--- config.mk ---
export PLATFORM = sky130hd
export DESIGN_NAME = fmul_iter
export DESIGN_NICKNAME = d
export VERILOG_FILES = /design/src/rtl/fmul_iter.sv
export SDC_FILE = /design/constraint.sdc
export NUM_CORES = 1
export LEC_CHECK = 0
export BUFFER_PORTS_ARGS = -buffer_cell sky130_fd_sc_hd__buf_2
export CORE_MARGIN = 1
export CORE_UTILIZATION = 50
export CTS_CLUSTER_DIAMETER = 60
export DETAILED_ROUTE_END_ITERATION = 8
export PLACE_DENSITY = 0.73
export SKIP_CTS_REPAIR_TIMING = 1
export SYNTH_ARGS = -nofsm -noshare
export SYNTH_HDL_FRONTEND = slang
export SYNTH_SLANG_ARGS = --single-unit
--- constraint.sdc ---
create_clock -name clk -period 5.9 [get_ports clk]
set_input_delay 0.59 -clock clk [delete_from_list [all_inputs] [get_ports clk]]
set_output_delay 0.59 -clock clk [all_outputs]
set_load 0.03 [all_outputs]
--- src/rtl/fmul_iter.sv ---
// Iterative IEEE-754 single-precision multiplier: radix-4 Booth, 13 accumulate steps,
// RNE rounding, subnormals flushed, fixed 15-cycle latency for every operand class.
module fmul_iter #(
  parameter logic [31:0] DEFAULT_NAN = 32'hffc00000
) (
  input  logic        clk,
  input  logic        reset_n,
  input  logic        req,
  input  logic [31:0] x,
  input  logic [31:0] y,
  output logic        busy,
  output logic        valid,
  output logic [31:0] rslt,
  output logic [4:0]  flag
);

  typedef enum logic [1:0] {S_IDLE, S_BOOTH, S_ROUND, S_DONE} state_t;

  state_t      r_state;
  logic [3:0]  r_step;
  logic        r_busy, r_valid;
  logic [31:0] r_x, r_y, r_rslt;
  logic [4:0]  r_flag;
  logic [26:0] r_m;
  logic [49:0] r_acc;

  logic        w_xzero, w_yzero, w_xinf, w_yinf, w_xnan, w_ynan, w_sgn;
  logic [23:0] w_mx, w_in_my;
  logic [49:0] w_mx1, w_mx2, w_pp, w_acc_next;
  logic [47:0] w_p;
  logic [9:0]  w_e0, w_e1;
  logic signed [9:0] w_e2;
  logic [22:0] w_mant0, w_mant;
  logic        w_g, w_s, w_rnd, w_nx;
  logic [31:0] w_rslt;
  logic [4:0]  w_flag;

  assign w_xzero = ~|r_x[30:23];
  assign w_yzero = ~|r_y[30:23];
  assign w_xinf  = (&r_x[30:23]) & ~|r_x[22:0];
  assign w_yinf  = (&r_y[30:23]) & ~|r_y[22:0];
  assign w_xnan  = (&r_x[30:23]) & |r_x[22:0];
  assign w_ynan  = (&r_y[30:23]) & |r_y[22:0];
  assign w_sgn   = r_x[31] ^ r_y[31];

  assign w_mx    = w_xzero ? '0 : {1'b1, r_x[22:0]};
  assign w_in_my = (~|y[30:23]) ? '0 : {1'b1, y[22:0]};

  assign w_mx1 = {2'b00, w_mx, 24'd0};
  assign w_mx2 = {1'b0, w_mx, 25'd0};

  always_comb begin
    w_pp = '0;
    case (r_m[2:0])
      3'b001, 3'b010: w_pp = w_mx1;
      3'b011:         w_pp = w_mx2;
      3'b100:         w_pp = -w_mx2;
      3'b101, 3'b110: w_pp = -w_mx1;
      default:        w_pp = '0;
    endcase
  end

  // Shift precedes the add so that after 13 digits the accumulator holds P unscaled
  // and exact: every discarded low bit is zero.
  assign w_acc_next = {{2{r_acc[49]}}, r_acc[49:2]} + w_pp;

  assign w_p  = r_acc[47:0];
  assign w_e0 = {2'b00, r_x[30:23]} + {2'b00, r_y[30:23]} - 10'd127;

  always_comb begin
    if (w_p[47]) begin
      w_mant0 = w_p[46:24];
      w_g     = w_p[23];
      w_s     = |w_p[22:0];
      w_e1    = w_e0 + 10'd1;
    end else begin
      w_mant0 = w_p[45:23];
      w_g     = w_p[22];
      w_s     = |w_p[21:0];
      w_e1    = w_e0;
    end
  end

  assign w_rnd = w_g & (w_s | w_mant0[0]);
  assign w_nx  = w_g | w_s;
  assign {w_e2, w_mant} = {w_e1, w_mant0} + {32'd0, w_rnd};

  always_comb begin
    w_rslt = {w_sgn, w_e2[7:0], w_mant};
    w_flag = {4'b0000, w_nx};
    if (w_e2 >= 10'sd255) begin
      w_rslt = {w_sgn, 8'hff, 23'd0};
      w_flag = 5'b00101;
    end else if (w_e2 <= 10'sd0) begin
      w_rslt = {w_sgn, 31'd0};
      w_flag = 5'b00011;
    end
    if (w_xnan) begin
      w_rslt = r_x | 32'h00400000;
      w_flag = {~r_x[22] | (w_ynan & ~r_y[22]), 4'b0000};
    end else if (w_ynan) begin
      w_rslt = r_y | 32'h00400000;
      w_flag = {~r_y[22], 4'b0000};
    end else if ((w_xinf & w_yzero) | (w_xzero & w_yinf)) begin
      w_rslt = DEFAULT_NAN;
      w_flag = 5'b10000;
    end else if (w_xinf | w_yinf) begin
      w_rslt = {w_sgn, 8'hff, 23'd0};
      w_flag = '0;
    end else if (w_xzero | w_yzero) begin
      w_rslt = {w_sgn, 31'd0};
      w_flag = '0;
    end
  end

  always_ff @(posedge clk or negedge reset_n) begin
    if (!reset_n) begin
      r_state <= S_IDLE;
      r_step  <= '0;
      r_busy  <= 1'b0;
      r_valid <= 1'b0;
      r_x     <= '0;
      r_y     <= '0;
      r_m     <= '0;
      r_acc   <= '0;
      r_rslt  <= '0;
      r_flag  <= '0;
    end else begin
      r_valid <= 1'b0;
      case (r_state)
        S_IDLE: begin
          if (req) begin
            r_x     <= x;
            r_y     <= y;
            r_m     <= {2'b00, w_in_my, 1'b0};
            r_acc   <= '0;
            r_step  <= 4'd1;
            r_busy  <= 1'b1;
            r_state <= S_BOOTH;
          end
        end
        S_BOOTH: begin
          r_acc  <= w_acc_next;
          r_m    <= r_m >> 2;
          r_step <= r_step + 4'd1;
          if (r_step == 4'd13) r_state <= S_ROUND;
        end
        S_ROUND: begin
          r_rslt  <= w_rslt;
          r_flag  <= w_flag;
          r_valid <= 1'b1;
          r_state <= S_DONE;
        end
        S_DONE: begin
          r_busy  <= 1'b0;
          r_state <= S_IDLE;
        end
        default: r_state <= S_IDLE;
      endcase
    end
  end

  assign busy  = r_busy;
  assign valid = r_valid;
  assign rslt  = r_rslt;
  assign flag  = r_flag;

endmodule

==> results of run 1 <==
## flip-flops by register name, indices dropped and copies added (netlist names)
name and flops:
valid 1, r_state 2, rslt 32, r_m 25, flag 4, r_y 32
r_x 32, r_step 4, busy 1, r_acc 50
## layout by cell type, fill, tap and decap left out, types with 34 or more instances in the layout
master   count
xor2_1      39
nor2_1     115
xnor2_1     45
a22o_1      34
nand3_1     53
buf_2      103
o21ai_0    120
ha_1        48
mux2_2      66
dfrtp_1    182
a21oi_1    102
nand2_1    178
## cells by family (layout without fill, tap and decap cells)
family | Yosys count | count (layout) | synth area share
flip-flops | 183 | 183 | 0.370
AO/OA/AOI/OAI | 400 | 400 | 0.206
AND/OR/NAND/NOR | 484 | 484 | 0.189
adder cells (fa/ha/maj) | 52 | 52 | 0.0538
buffers and inverters | 124 | 173 | 0.0419
XOR/XNOR | 86 | 86 | 0.0626
multiplexers | 87 | 87 | 0.0770
other | 1 | 1 | 0.000303
## per-stage QoR
stage | utilization | area [µm²] | hold WS (ns) | instances | worst slack (ns)
finish | 0.560 | 13600 | 0.135 | 1790 | 0.735
global route | 0.560 | 13600 | 0.177 | 1790 | 0.190
CTS | 0.560 | 13600 | 0.156 | 1790 | 0.792
detailed placement | 0.535 | 13000 | 0.471 | 1759 | 0.806
global placement | 0.535 | 13000 | 0.464 | 1759 | 1.03
floorplan | - | 12400 | 0.294 | 1417 | 1.09
## worst reg2reg max path, stage by stage (launching register included)
cell and delay [ns]:
dfrtp_1 0.41, nor4_1 0.44, nand2_1 0.27, nand2_1 0.18, ha_1 0.49, o21ai_0 0.16, nor2_1 0.11, a21oi_1 0.05
nor2_1 0.14, o22ai_1 0.11, ha_1 0.34, o21ai_0 0.15, a21boi_0 0.26, nand3_1 0.10, o21ai_0 0.38, a311oi_1 0.19
o311ai_0 0.70, a21o_1 0.22, a21oi_1 0.08, xor2_1 0.14, o21ai_0 0.14
## layer usage
metal / vias to the layer above / routed length (µm) / global-route usage
li1: 5192 / - / -
met1: 5346 / 16100 / 0.398
met2: 428 / 16200 / 0.438
met3: 61 / 2320 / 0.0539
met4: 0 / 1040 / 0.0992
met5: - / 0 / 0
## worst paths after layout
path,start,endpoint,slack (ns),cells past startpoint
setup reg to reg,r_x[26]$_DFFE_PN0P_,r_acc[47]$_DFFE_PN0P_,0.73,20
setup / recovery,r_x[26]$_DFFE_PN0P_,r_acc[47]$_DFFE_PN0P_,0.73,20
hold reg to reg,r_m[7]$_DFFE_PN0P_,r_m[7]$_DFFE_PN0P_,0.49,2
hold / removal,reset_n,flag[0]$_DFFE_PN0P_,0.13,1
max in group asynchronous,reset_n,r_acc[47]$_DFFE_PN0P_,4.49,2
min in group clk,x[11],r_x[11]$_DFFE_PN0P_,0.36,2
## final cells by class
class,instances,area [µm²],share of cell area
multi-input cells,1110,7300,0.536
flip-flops and latches,183,4580,0.336
repair buffers,118,647,0.0475
clock buffers,19,443,0.0325
well taps,324,405,0.0298
clock inverters,12,158,0.0116
inverters,24,90.1,0.00661
==> summary.txt, run 1 <==
Placed design
  • Dpl hpwl: about 26,000 µm
  • Port bufs: approximately 100
  • Final GP Congestion: 0.940

Yosys
  • EDFF count, synth: 0
  • Synth cell types: between 80 and 90
  • Asr flop ratio synth: 1.00
  • Sequential-to-total area share from yosys stat: 0.370
  • Syn Nets: around 1,500
  • Synth Instances: ~1,400
  • Mapped cell area: 12,400 µm²
  • Yosys reg bits: approximately 180
  • Top cells by area, synth: dfrtp_1 (37%), mux2_2 (6.0%), nand2_1 (5.4%)
  • Ys Warns: 0
  • Syn_area_per_cell: just under 9 µm²
  • Post-synth top area share: 0.370
  • Synth top cells by count: dfrtp_1 (183), nand2_1 (178), o21ai_0 (120)
  • Most frequent cell after synthesis: dfrtp_1
  • Yosys top cell by area: dfrtp_1
  • Main synth FF type: dfrtp_1

CTS
  • H-tree Lvls: 4
  • TritonCTS Buffers: 17
  • Clock-pin slew on the worst setup and hold paths: around 0.080 ns
  • Root Buffer: clkbuf_16
  • Clk_lat worst skew: around 0.45 ns
  • CTS Sinks: 183
  • Clk buf depth: 2
  • CTS tree: done

STA
  • Worst slew margin: 0.358
  • Part of the cycle the worst path needs: 0.875
  • RSZ-0062 raised after global routing: no
  • Slew @ Worst Pin: between 0.9 and 1 ns
  • Setup TNS Final: 0 ns
  • Fin. Hold Viols: 0
  • Slew Viols, Final: 0
  • Final setup vio count: 0
  • Fmax: 194 MHz
  • Tmin final: 5.17 ns
  • Layout Skew: between 0.02 and 0.025 ns

Critical path
  • CP Cell Sequence: nor4_1 -> nand2_1 -> nand2_1 -> ha_1 -> o21ai_0 -> nor2_1 -> a21oi_1 -> nor2_1 -> o22ai_1 -> ha_1 -> o21ai_0 -> a21boi_0 -> nand3_1 -> o21ai_0 -> a311oi_1 -> o311ai_0 -> a21o_1 -> a21oi_1 -> xor2_1 -> o21ai_0
  • Buf/Inv on CP: 0
  • Delay-heaviest family, CP: compound AO/OA/AOI/OAI gates
  • Required time of the critical path: around 6.3 ns
  • Critical path startpoint category: flip-flop
  • Top cell by count, worst path: o21ai_0
  • Largest stage delay, worst path: around 0.70 ns
  • Largest fanout on the critical path: 15
  • Critical Path AT: around 5.5 ns
  • Critical Path End Type: flip-flop
  • Setup CP Type: flip-flop to flip-flop
  • CP max-delay cell: o311ai_0

Die
  • Core area: around 24,000 µm²
  • IO Pins: around 110
  • Total die area: approximately 25,000 µm²
  • # rows: 57
  • Die X: 159 µm
  • Die Height: 159 µm
  • Starting Density: 0.509

Global routing
  • Largest net degree at the start of global routing: 100
  • Vias in the first global route: a little over 10,000
  • Initial antenna violation count: 0
  • Grt ovf: 0
  • Total routing usage reported by global routing: 0.283
  • First-pass GRT wire length: around 57,000 µm

Run status
  • Status: complete, no violations

Layout
  • Antenna diodes: 0
  • Filler cells: 2,207
  • Fraction of layout cells with a size suffix above 1: 0.167
  • Nets: roughly 1,600
  • Area Overhead vs Synth: 10.1%

Drt
  • Pre-antenna DRT Iters: 6
  • Via density: 6.16
  • DR iter-0 viols: 1,078
  • Routed len/inst: roughly 20 µm
  • WL final: 35,600 µm
  • Vias: ~11,000
  • DRC Markers: 0
  • DRT antenna net count: 0

Job
  • Max-cap violations: 0

Min path
  • Min-Delay Path Class: input pin to asynchronous set/reset pin
Power of run 1 is not shown: default switching activity piles up to over one toggle a cycle in this logic, so the estimate is an artifact.
==> inputs of run 2 (changes only) <==
--- a/config.mk
+++ b/config.mk
@@ -6,7 +6,7 @@
 export NUM_CORES = 1
 export LEC_CHECK = 0
 export BUFFER_PORTS_ARGS = -buffer_cell sky130_fd_sc_hd__buf_2
-export CORE_MARGIN = 1
+export CORE_MARGIN = 5
 export CORE_UTILIZATION = 50
 export CTS_CLUSTER_DIAMETER = 60
 export DETAILED_ROUTE_END_ITERATION = 8
==> summary.txt, run 2 (synthesized netlist as in run 1, its figures left out) <==
Critical path
  • Required time of the critical path: 6.23 ns (-0.02 ns)
  • Top cell by count, worst path: o21ai_0
  • Critical Path AT: 5.52 ns (about the same)
  • Largest fanout on the critical path: 15 (unchanged)
  • Critical path startpoint category: flip-flop
  • RR Startpoint: r_x[27]$_DFFE_PN0P_
  • FF-to-FF path depth: 20 (unchanged)
  • Setup CP Type: flip-flop to flip-flop
  • Critical Path End Type: flip-flop
  • CP max-delay cell: o311ai_0
  • Crit. Startpoint: r_x[27]$_DFFE_PN0P_
  • Largest stage delay, worst path: 0.66 ns (-0.04 ns)
  • CP Cell Sequence: nor4_1 -> nand2_1 -> nand2_1 -> ha_1 -> o21ai_0 -> nor2_1 -> a21oi_1 -> nor2_1 -> o22ai_1 -> ha_1 -> o21ai_0 -> a21boi_0 -> nand3_1 -> o21ai_0 -> a311oi_1 -> o311ai_0 -> a21o_1 -> a21oi_1 -> xor2_1 -> o21ai_0

STA
  • Slew Viols, Final: 0 (unchanged)
  • Part of the cycle the worst path needs: 0.878 (+0.00299)
  • RSZ-0062 raised after global routing: no
  • Slew @ Worst Pin: 1.04 ns (+0.0742 ns)
  • Tmin final: 5.18 ns (+0.0176 ns)
  • Worst slew margin: 0.308 (-0.0495)
  • Setup TNS Final: 0 ns (unchanged)
  • Final setup vio count: 0 (unchanged)
  • Fmax: 193 MHz (-0.34%)
  • Layout Skew: 0.0148 ns (-0.00887 ns)
  • Fin. Hold Viols: 0 (unchanged)

Drt
  • Via density: 6.19 (+0.42%)
  • Vias: 11,073 (+0.42%)
  • WL final: 34,900 µm (-1.9%)
  • DRT antenna net count: 0 (unchanged)
  • DRC Markers: 0 (unchanged)
  • Pre-antenna DRT Iters: 7 (+1)
  • Routed len/inst: 19.5 µm (-1.9%)
  • DR iter-0 viols: 1,171 (+8.6%)

Job
  • Max-cap violations: 0 (unchanged)

Global routing
  • Initial antenna violation count: 0 (unchanged)
  • Vias in the first global route: 10,357 (+0.71%)
  • Routing usage on met2: 0.365 (-0.0730)
  • Largest net degree at the start of global routing: 133 (+33%)
  • Met1 GRT Util: 0.345 (-0.0526)
  • Total routing usage reported by global routing: 0.244 (-0.0398)
  • Met3 Track Usage GR: 0.0462 (-0.00772)
  • First-pass GRT wire length: 55,800 µm (-1.3%)
  • Most used routing layer: met2
  • Grt ovf: 0 (unchanged)

Layout
  • Largest register FFs: 50 (unchanged)
  • Most flop-heavy register: r_acc
  • Fraction of layout cells with a size suffix above 1: 0.166 (-0.000682)
  • Nets: 1,573 (unchanged)
  • Commonest non-fill, non-tap cell in the layout: dfrtp_1
  • Area Overhead vs Synth: 9.78%
  • Filler cells: 2,181 (-1.2%)
  • Most frequent cells in the layout: dfrtp_1 (182), nand2_1 (178), o21ai_0 (120), nor2_1 (115), buf_2 (103)
  • Antenna diodes: 0 (unchanged)
  • Util after Layout: 0.559 (-0.00144)
  • FF+latch area: 4580 µm² (unchanged)
  • Multi-input gate area: 7300 µm² (about the same)

Placed design
  • Port bufs: 104 (unchanged)
  • Final GP Congestion: 0.949 (+0.89%)
  • Dpl hpwl: 25,500 µm (-0.50%)

Die
  • Starting Density: 0.509 (unchanged)
  • Total die area: 28,000 µm² (+10%)
  • Die X: 167 µm (+5.0%)
  • # rows: 57 (unchanged)
  • IO Pins: 106 (unchanged)
  • Die Height: 167 µm (+5.0%)
  • Core area: 24,300 µm² (unchanged)

CTS
  • CTS tree: done
  • Clk buf depth: 2 (unchanged)
  • Clock-pin slew on the worst setup and hold paths: 0.08 ns (about the same)
  • CTS Sinks: 183 (unchanged)
  • Clk_lat worst skew: 0.44 ns (about the same)
  • H-tree Lvls: 4 (unchanged)
  • TritonCTS Buffers: 17 (unchanged)
  • Root Buffer: clkbuf_16

Min path
  • Min-Delay Path Class: input pin to asynchronous set/reset pin

Run status
  • Status: complete, no violations
-- run 2: changes by cell type in the layout (fill, tap and decap cells not counted) --
cell,previous run,this run
and2_1,11,12
and2_2,2,1
buf_12,1,0
buf_4,13,14
bufinv_16,2,1
inv_6,5,6
-- run 2: path summary, 6_finish.rpt --
kind / end / slack, ns
max: r_acc[47]$_DFFE_PN0P_ / 0.72
min: r_state[0]$_DFFE_PN0P_ / 0.32
max reg2reg: r_acc[47]$_DFFE_PN0P_ / 0.72
min reg2reg: r_m[3]$_DFFE_PN0P_ / 0.48
max in group asynchronous: r_acc[47]$_DFFE_PN0P_ / 4.22
min in group clk: r_x[21]$_DFFE_PN0P_ / 0.38
-- run 2: worst max-delay path, delay by kind of cell, from the launching register on --
family | cells | cell delay, ns
compound gates | 11 | 2.44
xor+xnor | 1 | 0.15
fa+ha+maj | 2 | 0.85
flops | 1 | 0.42
simple gates | 6 | 1.20
-- run 2: through the flow --
stage	hold slack, ns	area [µm²]	instances	setup slack (ns)
floorplan	0.294	12400	1417	1.09
global placement	0.467	13000	1759	0.962
detailed placement	0.471	13000	1759	0.835
CTS	0.373	13600	1790	0.787
global route	0.367	13600	1790	0.228
finish	0.320	13600	1790	0.717
-- run 2: cell type report --
| cell class | instances | share of cell area |
|---|---|---|
| well taps | 324 | 0.0298 |
| inverters | 24 | 0.00663 |
| flip-flops and latches | 183 | 0.337 |
| multi-input cells | 1110 | 0.537 |
| repair buffers | 118 | 0.0467 |
| clock buffers | 19 | 0.0326 |
| clock inverters | 12 | 0.0100 |
-- run 2: routing by layer --
| metal | vias up | wire length, µm |
|---|---|---|
| met3 | 80 | 2480 |
| met2 | 461 | 15600 |
| li1 | 5189 | - |
| met1 | 5343 | 15400 |
| met5 | - | 0 |
| met4 | 0 | 1470 |
Power of run 2 is left out for the same reason.
==> inputs of run 3 (changes only) <==
--- a/config.mk
+++ b/config.mk
@@ -11,6 +11,7 @@
 export CTS_CLUSTER_DIAMETER = 60
 export DETAILED_ROUTE_END_ITERATION = 8
 export PLACE_DENSITY = 0.73
+export RECOVER_POWER = 100
 export SKIP_CTS_REPAIR_TIMING = 1
 export SYNTH_ARGS = -nofsm -noshare
 export SYNTH_HDL_FRONTEND = slang
==> constraint.sdc (replaced) <==
create_clock -name clk -period 5.82 [get_ports clk]
set_input_delay 0.582 -clock clk [delete_from_list [all_inputs] [get_ports clk]]
set_output_delay 0.582 -clock clk [all_outputs]
set_load 0.05 [all_outputs]
==> summary.txt, run 3 (synthesized netlist as in run 1, its figures left out) <==
Drt
  • DR iter-0 viols: 1,332 (+14%)
  • Vias: 11,120 (+0.42%)
  • DRT antenna net count: 0 (unchanged)
  • Via density: 6.21 (+0.31%)
  • Pre-antenna DRT Iters: 5 (-2)
  • DRC Markers: 0 (unchanged)
  • WL final: 35,900 µm (+2.9%)
  • Routed len/inst: 20.1 µm (+2.8%)

STA
  • Fmax: 186 MHz (-3.8%)
  • Tmin final: 5.39 ns (+0.205 ns)
  • Worst slew margin: -1.51 (-1.82)
  • Layout Skew: 0.0193 ns (+0.00446 ns)
  • RSZ-0062 raised after global routing: no
  • Part of the cycle the worst path needs: 0.926 (+0.0473)
  • Fin. Hold Viols: 0 (unchanged)
  • Final setup vio count: 0 (unchanged)
  • Slew Viols, Final: 349 (+349)
  • Setup TNS Final: 0 ns (unchanged)
  • Slew @ Worst Pin: 3.76 ns (+2.73 ns)

CTS
  • Root Buffer: clkbuf_16
  • Clk_lat worst skew: 0.46 ns (+0.02 ns)
  • CTS tree: done
  • TritonCTS Buffers: 17 (unchanged)
  • Clock-pin slew on the worst setup and hold paths: 0.09 ns (about the same)
  • Clk buf depth: 2 (unchanged)
  • CTS Sinks: 183 (unchanged)
  • H-tree Lvls: 4 (unchanged)

Die
  • Core area: 24,300 µm² (unchanged)
  • Die X: 167 µm (unchanged)
  • # rows: 57 (unchanged)
  • Total die area: 28,000 µm² (unchanged)
  • IO Pins: 106 (unchanged)
  • Starting Density: 0.509 (unchanged)
  • Die Height: 167 µm (unchanged)

Layout
  • Final instance area: 13,500 µm² (-0.81%)
  • Most frequent cells in the layout: dfrtp_1 (183), nand2_1 (178), o21ai_0 (120), nor2_1 (115), a21oi_1 (103)
  • Most flop-heavy register: r_acc
  • Multi-input gate area: 7230 µm² (-0.87%)
  • Fraction of layout cells with a size suffix above 1: 0.132 (-0.0343)
  • Antenna diodes: 0 (unchanged)
  • Largest register FFs: 50 (unchanged)
  • Commonest non-fill, non-tap cell in the layout: dfrtp_1
  • Area Overhead vs Synth: 8.89%
  • FF+latch area: 4580 µm² (about the same)
  • Nets: 1,574 (+0.064%)
  • Filler cells: 2,229 (+2.2%)

Placed design
  • Placed Area: 13,000 µm² (about the same)
  • Dpl hpwl: 26,200 µm (+2.8%)
  • Port bufs: 104 (unchanged)
  • Final GP Congestion: 0.998 (+5.2%)

Global routing
  • Initial antenna violation count: 0 (unchanged)
  • Grt ovf: 0 (unchanged)
  • Total routing usage reported by global routing: 0.249 (+0.00549)
  • First-pass GRT wire length: 56,700 µm (+1.5%)
  • Vias in the first global route: 10,368 (+0.11%)
  • Largest net degree at the start of global routing: 111 (-17%)

Critical path
  • Required time of the critical path: 6.18 ns (-0.05 ns)
  • Critical Path AT: 5.75 ns (+0.23 ns)
  • Largest stage delay, worst path: 0.60 ns (-0.06 ns)
  • CP max-delay cell: nor4b_2
  • Largest fanout on the critical path: 55 (+40)
  • Critical path startpoint category: flip-flop
  • CP Cell Sequence: buf_4 -> mux2_2 -> ha_1 -> nor4b_2 -> and2_0 -> nand4_1 -> or3b_1 -> or3_1 -> xor2_1 -> and4b_4 -> nand3_1 -> a21oi_1
  • Setup CP Type: flip-flop to flip-flop
  • Critical Path End Type: flip-flop

Min path
  • Min-Delay Path Class: input pin to flip-flop

Job
  • Max-cap violations: 5 (+5)

Run status
  • Violated checks: capacitance limit, slew limit
  • Status: finished with violations
==> run 3: cell count changes in the layout (fill, tap and decap cells not counted), sizes merged <==
| cell | before | now |
|---|---|---|
| buf | 117 | 74 |
| clkbuf | 20 | 62 |
| clkinv | 1 | 7 |
| bufinv | 1 | 0 |
| clkinvlp | 2 | 1 |
| inv | 32 | 31 |
==> run 3: final cells by class <==
| cell class | instances | area share |
|---|---|---|
| Sequential cell | 183 | 0.340 |
| Multi-Input combinational cell | 1110 | 0.537 |
| Clock buffer | 17 | 0.0316 |
| Clock inverter | 15 | 0.0132 |
| Timing Repair Buffer | 119 | 0.0420 |
| Tap cell | 324 | 0.0301 |
| Inverter | 24 | 0.00668 |
==> run 3: critical path: cells and delay by family (launching register included) <==
family / cells / cell delay [ns]
multiplexers: 1 / 0.27
AO/OA/AOI/OAI: 1 / 0.26
flip-flops: 1 / 0.50
XOR/XNOR: 1 / 0.47
buffers and inverters: 1 / 0.57
AND/OR/NAND/NOR: 7 / 3.03
adder cells (fa/ha/maj): 1 / 0.19
==> run 3: path summary, 6_finish.rpt <==
check	depth (start not counted)	slack [ns]	endpoint	startpoint
setup / recovery	12	0.43	rslt[9]$_DFFE_PN0P_	r_acc[47]$_DFFE_PN0P_
hold / removal	2	0.35	r_x[6]$_DFFE_PN0P_	x[6]
setup reg to reg	12	0.43	rslt[9]$_DFFE_PN0P_	r_acc[47]$_DFFE_PN0P_
hold reg to reg	2	0.49	r_m[22]$_DFFE_PN0P_	r_m[22]$_DFFE_PN0P_
max in group asynchronous	2	1.92	r_acc[5]$_DFFE_PN0P_	reset_n
min in group asynchronous	1	0.96	r_m[22]$_DFFE_PN0P_	reset_n
==> run 3: per-layer routing <==
layer  routed length [µm]  global-route usage
met2                16700               0.395
met3                 2350              0.0401
met5                    0                   0
met1                16000               0.352
met4                  879              0.0794
==> run 3: per-stage QoR <==
step | hold slack, ns | instances | utilization | setup slack (ns)
final | 0.349 | 1792 | 0.554 | 0.432
after global routing | 0.342 | 1792 | 0.554 | 0.146
after CTS | 0.255 | 1792 | 0.560 | 0.514
after detailed placement | 0.475 | 1760 | 0.535 | 0.578
after global placement | 0.462 | 1760 | 0.535 | 0.916
after floorplan | 0.286 | 1417 | - | 1.01
Power of run 3 is left out for the same reason.
